[src/rtl/core_pkg.sv]
// Shared encodings for the RV32 pipeline hazard logic: forwarding selects,
// hazard FSM states and pipeline stage indices.
package core_pkg;

  localparam int STG_IF  = 0;
  localparam int STG_ID  = 1;
  localparam int STG_EX  = 2;
  localparam int STG_MEM = 3;
  localparam int STG_WB  = 4;

  typedef enum logic [1:0] {
    FWD_RF  = 2'b00,
    FWD_WB  = 2'b01,
    FWD_MEM = 2'b10
  } fwd_sel_t;

  typedef enum logic {
    ST_RUN    = 1'b0,
    ST_FREEZE = 1'b1
  } hz_state_t;

  // A load in EX cannot forward yet; its data is only reachable one stage later.
  function automatic fwd_sel_t fwd_pick(input logic i_ex_hit, input logic i_ex_lw,
                                        input logic i_mem_hit);
    if (i_ex_hit && !i_ex_lw) return FWD_MEM;
    if (i_mem_hit) return FWD_WB;
    return FWD_RF;
  endfunction

endpackage

[src/rtl/hz_match.sv]
// Register dependency comparator: a writer's rd matches a reader's rs.
// x0 never matches.
module hz_match #(
  parameter int REG_AW = 5
) (
  input  logic [REG_AW-1:0] i_rd,
  input  logic              i_wr,
  input  logic [REG_AW-1:0] i_rs,
  input  logic              i_use,
  output logic              o_match
);

  assign o_match = i_wr && i_use && (i_rd != '0) && (i_rd == i_rs);

endmodule

[src/rtl/hazard_ctrl.sv]
// Pipeline hazard controller for the 5-stage RV32 core (holds, bubble, flush,
// forwarding). HAZARD_FWD_EN builds forwarding/bypass; otherwise RAW hazards stall.
module hazard_ctrl
  import core_pkg::*;
#(
  parameter int REG_AW   = 5,
  parameter int BR_STAGE = STG_MEM,
  parameter int CNT_W    = 32
) (
  input  logic                i_clock,
  input  logic                i_reset,
  input  logic [REG_AW-1:0]   i_id_rs1,
  input  logic [REG_AW-1:0]   i_id_rs2,
  input  logic                i_id_use_rs1,
  input  logic                i_id_use_rs2,
  input  logic [REG_AW-1:0]   i_ex_rd,
  input  logic [REG_AW-1:0]   i_mem_rd,
  input  logic [REG_AW-1:0]   i_wb_rd,
  input  logic                i_ex_wr,
  input  logic                i_mem_wr,
  input  logic                i_wb_wr,
  input  logic                i_ex_lw,
  input  logic                i_redirect,
  input  logic                i_dmem_busy,
  output logic                o_hold_pc,
  output logic                o_hold_if_id,
  output logic                o_hold_id_ex,
  output logic                o_hold_ex_mem,
  output logic                o_hold_mem_wb,
  output logic                o_bubble_ex,
  output logic [BR_STAGE-1:0] o_flush,
  output logic [1:0]          o_fwd_a,
  output logic [1:0]          o_fwd_b,
  output logic                o_byp_a,
  output logic                o_byp_b,
  output logic [CNT_W-1:0]    o_stall_cnt,
  output logic [CNT_W-1:0]    o_flush_cnt,
  output logic                o_frozen
);

  localparam logic [CNT_W-1:0] CNT_ONE = CNT_W'(1);

  logic w_ex_a, w_ex_b, w_mem_a, w_mem_b, w_wb_a, w_wb_b;

  hz_match #(.REG_AW(REG_AW)) u_ex_a  (.i_rd(i_ex_rd),  .i_wr(i_ex_wr),  .i_rs(i_id_rs1), .i_use(i_id_use_rs1), .o_match(w_ex_a));
  hz_match #(.REG_AW(REG_AW)) u_ex_b  (.i_rd(i_ex_rd),  .i_wr(i_ex_wr),  .i_rs(i_id_rs2), .i_use(i_id_use_rs2), .o_match(w_ex_b));
  hz_match #(.REG_AW(REG_AW)) u_mem_a (.i_rd(i_mem_rd), .i_wr(i_mem_wr), .i_rs(i_id_rs1), .i_use(i_id_use_rs1), .o_match(w_mem_a));
  hz_match #(.REG_AW(REG_AW)) u_mem_b (.i_rd(i_mem_rd), .i_wr(i_mem_wr), .i_rs(i_id_rs2), .i_use(i_id_use_rs2), .o_match(w_mem_b));
  hz_match #(.REG_AW(REG_AW)) u_wb_a  (.i_rd(i_wb_rd),  .i_wr(i_wb_wr),  .i_rs(i_id_rs1), .i_use(i_id_use_rs1), .o_match(w_wb_a));
  hz_match #(.REG_AW(REG_AW)) u_wb_b  (.i_rd(i_wb_rd),  .i_wr(i_wb_wr),  .i_rs(i_id_rs2), .i_use(i_id_use_rs2), .o_match(w_wb_b));

  hz_state_t               r_state;
  logic                    r_redirect_pend;
  logic [CNT_W-1:0]        r_stall_cnt;
  logic [CNT_W-1:0]        r_flush_cnt;

  logic                    w_busy;
  logic                    w_flush_now;
  logic                    w_load_use;
  logic                    w_stall;
  logic [STG_WB:STG_IF]    w_hold;
  logic [BR_STAGE-1:0]     w_flush;

  // Memory wait outranks redirect, which outranks any stall. A redirect seen
  // while frozen is replayed as one flush in the first free cycle.
  always_comb begin
    w_busy      = i_dmem_busy;
    w_flush_now = !w_busy && (i_redirect || r_redirect_pend);
    w_load_use  = i_ex_lw && (w_ex_a || w_ex_b);
`ifdef HAZARD_FWD_EN
    w_stall     = !w_busy && !w_flush_now && w_load_use;
`else
    w_stall     = !w_busy && !w_flush_now &&
                  (w_load_use || w_ex_a || w_ex_b || w_mem_a || w_mem_b || w_wb_a || w_wb_b);
`endif
    w_hold          = {(STG_WB - STG_IF + 1){w_busy}};
    w_hold[STG_IF]  = w_busy || w_stall;
    w_hold[STG_ID]  = w_busy || w_stall;
    w_flush         = {BR_STAGE{w_flush_now}};
  end

  assign o_hold_pc     = w_hold[STG_IF];
  assign o_hold_if_id  = w_hold[STG_ID];
  assign o_hold_id_ex  = w_hold[STG_EX];
  assign o_hold_ex_mem = w_hold[STG_MEM];
  assign o_hold_mem_wb = w_hold[STG_WB];
  assign o_bubble_ex   = w_stall;
  assign o_flush       = w_flush;
  assign o_stall_cnt   = r_stall_cnt;
  assign o_flush_cnt   = r_flush_cnt;
  assign o_frozen      = (r_state == ST_FREEZE);

  always_ff @(posedge i_clock or posedge i_reset) begin
    if (i_reset) begin
      r_state         <= ST_RUN;
      r_redirect_pend <= 1'b0;
      r_stall_cnt     <= '0;
      r_flush_cnt     <= '0;
    end else begin
      case (r_state)
        ST_RUN:    if (w_busy)  r_state <= ST_FREEZE;
        ST_FREEZE: if (!w_busy) r_state <= ST_RUN;
        default:                r_state <= ST_RUN;
      endcase
      r_redirect_pend <= w_busy && (r_redirect_pend || i_redirect);
      if (w_stall && (r_stall_cnt != '1))     r_stall_cnt <= r_stall_cnt + CNT_ONE;
      if (w_flush_now && (r_flush_cnt != '1)) r_flush_cnt <= r_flush_cnt + CNT_ONE;
    end
  end

`ifdef HAZARD_FWD_EN
  fwd_sel_t r_fwd_a;
  fwd_sel_t r_fwd_b;

  // Selects follow the instruction into EX; a bubble or flushed slot carries none.
  always_ff @(posedge i_clock or posedge i_reset) begin
    if (i_reset) begin
      r_fwd_a <= FWD_RF;
      r_fwd_b <= FWD_RF;
    end else if (!w_hold[STG_EX]) begin
      if (w_stall || w_flush[STG_ID]) begin
        r_fwd_a <= FWD_RF;
        r_fwd_b <= FWD_RF;
      end else begin
        r_fwd_a <= fwd_pick(w_ex_a, i_ex_lw, w_mem_a);
        r_fwd_b <= fwd_pick(w_ex_b, i_ex_lw, w_mem_b);
      end
    end
  end

  assign o_fwd_a = r_fwd_a;
  assign o_fwd_b = r_fwd_b;
  assign o_byp_a = w_wb_a;
  assign o_byp_b = w_wb_b;
`else
  assign o_fwd_a = FWD_RF;
  assign o_fwd_b = FWD_RF;
  assign o_byp_a = 1'b0;
  assign o_byp_b = 1'b0;
`endif

endmodule
[config.mk]
export PLATFORM = sky130hd
export DESIGN_NAME = hazard_ctrl
export DESIGN_NICKNAME = d
export VERILOG_FILES = /design/src/rtl/core_pkg.sv /design/src/rtl/hz_match.sv /design/src/rtl/hazard_ctrl.sv
export SDC_FILE = /design/constraint.sdc
export NUM_CORES = 1
export LEC_CHECK = 0
export ABC_AREA = 1
export BUFFER_PORTS_ARGS = -buffer_cell sky130_fd_sc_hd__buf_2
export CAP_MARGIN = 10
export CORE_UTILIZATION = 40
export CTS_BUF_LIST = sky130_fd_sc_hd__clkbuf_16
export CTS_CLUSTER_SIZE = 16
export DETAILED_ROUTE_END_ITERATION = 7
export GPL_TIMING_DRIVEN = 0
export SETUP_SLACK_MARGIN = 0.4
export SYNTH_ARGS = -nofsm -noshare
export SYNTH_HDL_FRONTEND = slang
export SYNTH_SLANG_ARGS = --single-unit
[constraint.sdc]
create_clock -name i_clock -period 2.4 [get_ports i_clock]
set_input_delay 0.24 -clock i_clock [delete_from_list [all_inputs] [get_ports i_clock]]
set_output_delay 0.24 -clock i_clock [all_outputs]
set_load 0.005 [all_outputs]
==> summary.md <==
| Metric | Value |
|---|---|
| Fmax | roughly 0.52 GHz |
| Diodes inserted | 0 |
| Largest net degree at the start of global routing | 67 |
| Final Hold Fails | 0 |
| EDFF count, synth | 0 |
| Mean Syn Cell Area | between 6 and 7 µm² |
| Total power | 3268 µW |
| Hold buffers post-CTS | 0 |
| DR WL/cell | roughly 14 µm |
| Initial DRT Pass Iterations | 5 |
| CP endpoint | o_stall_cnt[24] |
| Fin Clk Skew | roughly 0.0075 ns |
| Clock Tree Root | clkbuf_16 |
| Period utilization | roughly 80% |
| Synth area leader | dfrtp_1 |
| RSZ-0062 raised after global routing | false |
| RR Startpoint | o_stall_cnt[0] |
| Synth cell count leaders | nand2_1, nor2_1, dfrtp_1 |
| Post-Syn Area | ~5000 µm² |
| # port buffers | 107 |
| Synth unique cells | 28 |
| Peak VDD IR | 316.0 µV |
| Flop pwr share | 40.6% |
| H-tree depth | 3 |
| Clock sinks | 66 |
| Clk slew on worst S/H paths | 0.06 ns |
| Sw Share | 30.25% |
| Setup TNS | 0 ns |
| Post-synthesis cell count | between 700 and 800 |
| Placeable Area | 12110 µm² |
| Top post-synthesis cells by area | dfrtp_1, nand2_1, nor2_1 |
| Fin. max-slew vios | 0 |
| DR vias | around 5200 |
| Sw power | between 900 and 1000 µW |
| Crit path DAT | 2.14 ns |
| Hold Path Class | input port to async pin |
| Die Y | ~110 µm |
| Ys Warns | 0 |
| Share of post-route cells with drive strength above 1 | a little under a quarter |
| Crit path kind | flip-flop to flip-flop |
| MaxCap Viol Count | 0 |
| Final setup fails | 0 |
| First-pass GRT wire length | between 20000 and 25000 µm |
| CP required | between 2 and 3 ns |
| CP Launch Point | o_stall_cnt[0] |
| Post-synthesis sequential area ratio | about a third |
| Slew @ Worst Pin | 0.8352 ns |
| Via density | between 4 and 5 |
| Min Clock Period, post-route | 1.923 ns |
| DRC | 0 |
| Layout area overhead | 22.98% |
| Starting DRT DRC Count | ~330 |
| Clock Power Share | roughly two fifths |
| Top cell type's share of synthesized area | around a third |
| Cell with the most instances after synthesis | nand2_1 |
| Row Count | 40 |
| Clk Latency, worst-skew pair | 0.34 ns |
| Synth Register Bits | 66 |
| Initial Utilization | between 40 and 50% |
| Gate power share | between 20% and 30% |
| Worst slew margin | around 44% |
| Dpl hpwl | roughly 12000 µm |
| Die footprint | roughly 13000 µm² |
| GRT Util Overall | between 20% and 30% |
| Status | finished clean |
| FF-to-FF setup slack | 0.48 ns |
| Leak Pwr | approximately 0.0033 µW |
| Worst reg2reg endpoint | o_stall_cnt[24] |
| Wirelength, routed | around 15000 µm |
| Num CTS Buffers | 9 |
| CTS tree | done |
| I/O Pins | approximately 120 |
| Nets@finish | approximately 940 |
| Post-synth top flop | dfrtp_1 |
| Worst Path Max Fanout | 10 |
| P per Cell Area | roughly 530 nW/µm² |
| Routability cong. | roughly 0.95 |
| Fraction of registers with async set or reset after synthesis | between 90% and 100% |
| Worst setup EP type | flip-flop |
| ANT nets after route | 0 |
| Number of global-route vias before repair | just under 5000 |
| Initial antenna violation count | 0 |
| Cell Int Power | between 2000 and 2500 µW |
| Setup crit start kind | flip-flop |
| Total gr overflow | 0 |
| Worst r2r path cells | 9 |
| DIE WIDTH | approximately 110 µm |
| CTS max path bufs | 2 |
## power groups by stage
stage          registers, µW  logic (µW)  clock network, µW
2_1_floorplan           1330         366                  0
3_3_place_gp            1340         593                  0
3_5_place_dp            1350         605                  0
4_1_cts                 1330         614               1290
5_1_grt                 1340         766               1340
6_report                1330         675               1270
## worst min-delay path by stage
stage,end,start,slack (ns),cells after the start
global route,o_frozen,i_dmem_busy,0.10,1
finish,o_flush_cnt[5],i_reset,0.08,2
floorplan,o_frozen,i_dmem_busy,0.27,0
CTS,o_frozen,i_dmem_busy,0.1,1
detailed placement,o_frozen,i_dmem_busy,0.44,1
global placement,o_frozen,i_dmem_busy,0.43,1
## layout by cell type (no fill, tap or decap), drive strengths merged
master / Yosys / layout
nand2: 328 / 328
dfrtp: 66 / 66
nor3: 29 / 29
bufinv: 0 / 1
nor3b: 1 / 1
xnor2: 13 / 13
nand4: 43 / 43
clkinv: 3 / 7
nor2: 94 / 94
buf: 28 / 139
ha: 2 / 2
nand3: 31 / 31
xor2: 35 / 35
conb: 1 / 6
o21ai: 15 / 15
clkbuf: 2 / 12
inv: 72 / 73
nand3b: 8 / 8
## state kept, by name, summed over array words and instances, names as in the netlist
name,cells
o_stall_cnt,32
o_frozen,1
r_redirect_pend,1
o_flush_cnt,32
## cell type report
| cell class | count | area [µm²] |
|---|---|---|
| multi-input combinational | 605 | 2922 |
| timing repair buffer | 112 | 573.1 |
| tap | 168 | 210.2 |
| clock buffer | 9 | 225.2 |
| buffer | 30 | 229.0 |
| inverter | 75 | 284.0 |
| fill | 1315 | 5964 |
| clock inverter | 6 | 50.05 |
| sequential | 66 | 1654 |
## routing by layer
metal  track usage [%]  up-vias  routed length [µm]
li1                  -     2674                   -
met1             32.46     2413                6903
met2             40.04      138                7079
met3             3.666       16                 754
met4             6.147        0                 184
met5                 0        -                   0
## logic make-up (layout without fill, tap and decap cells)
kind of cell	count (synthesis)	count (layout)	share of synthesized area, %
and+or+nand+nor	534	534	45.83
buffers and inverters	105	232	9.962
DFF	66	66	33.04
xor gates and xnor gates	48	48	8.410
AOI/OAI and AO/OA	15	15	2.178
adders and majority gates	2	2	0.5005
other	1	6	0.07502
## stage by stage
step                util (%)  cells  hold WS (ns)  instance area (µm²)  worst slack (ns)
finish                 50.75   1071       0.07697                 6147            0.4772
CTS                    50.10   1067       0.09926                 6068            0.4178
global placement       47.58   1051        0.4319                 5763           -0.3511
global route           50.75   1071        0.1035                 6147            0.3974
floorplan                  -    776        0.2714                 5017            0.5052
detailed placement     47.60   1051        0.4357                 5766          -0.02789
## critical path, cell delays in order (launching register included)
cell and delay, ns:
dfrtp_1 0.39, ha_1 0.20, inv_1 0.09, nor2_4 0.19
nand2_2 0.15, nor2_4 0.19, nand2_2 0.17, buf_2 0.23
nand4_1 0.13, nand2_1 0.06
## repair_timing
item,4_1_cts,5_1_grt
setup endpoints to repair,46,58
pin swaps,1,0
setup buffers,1,4
resized for setup,5,16
Note: power is estimated with default switching activity, not from simulation.
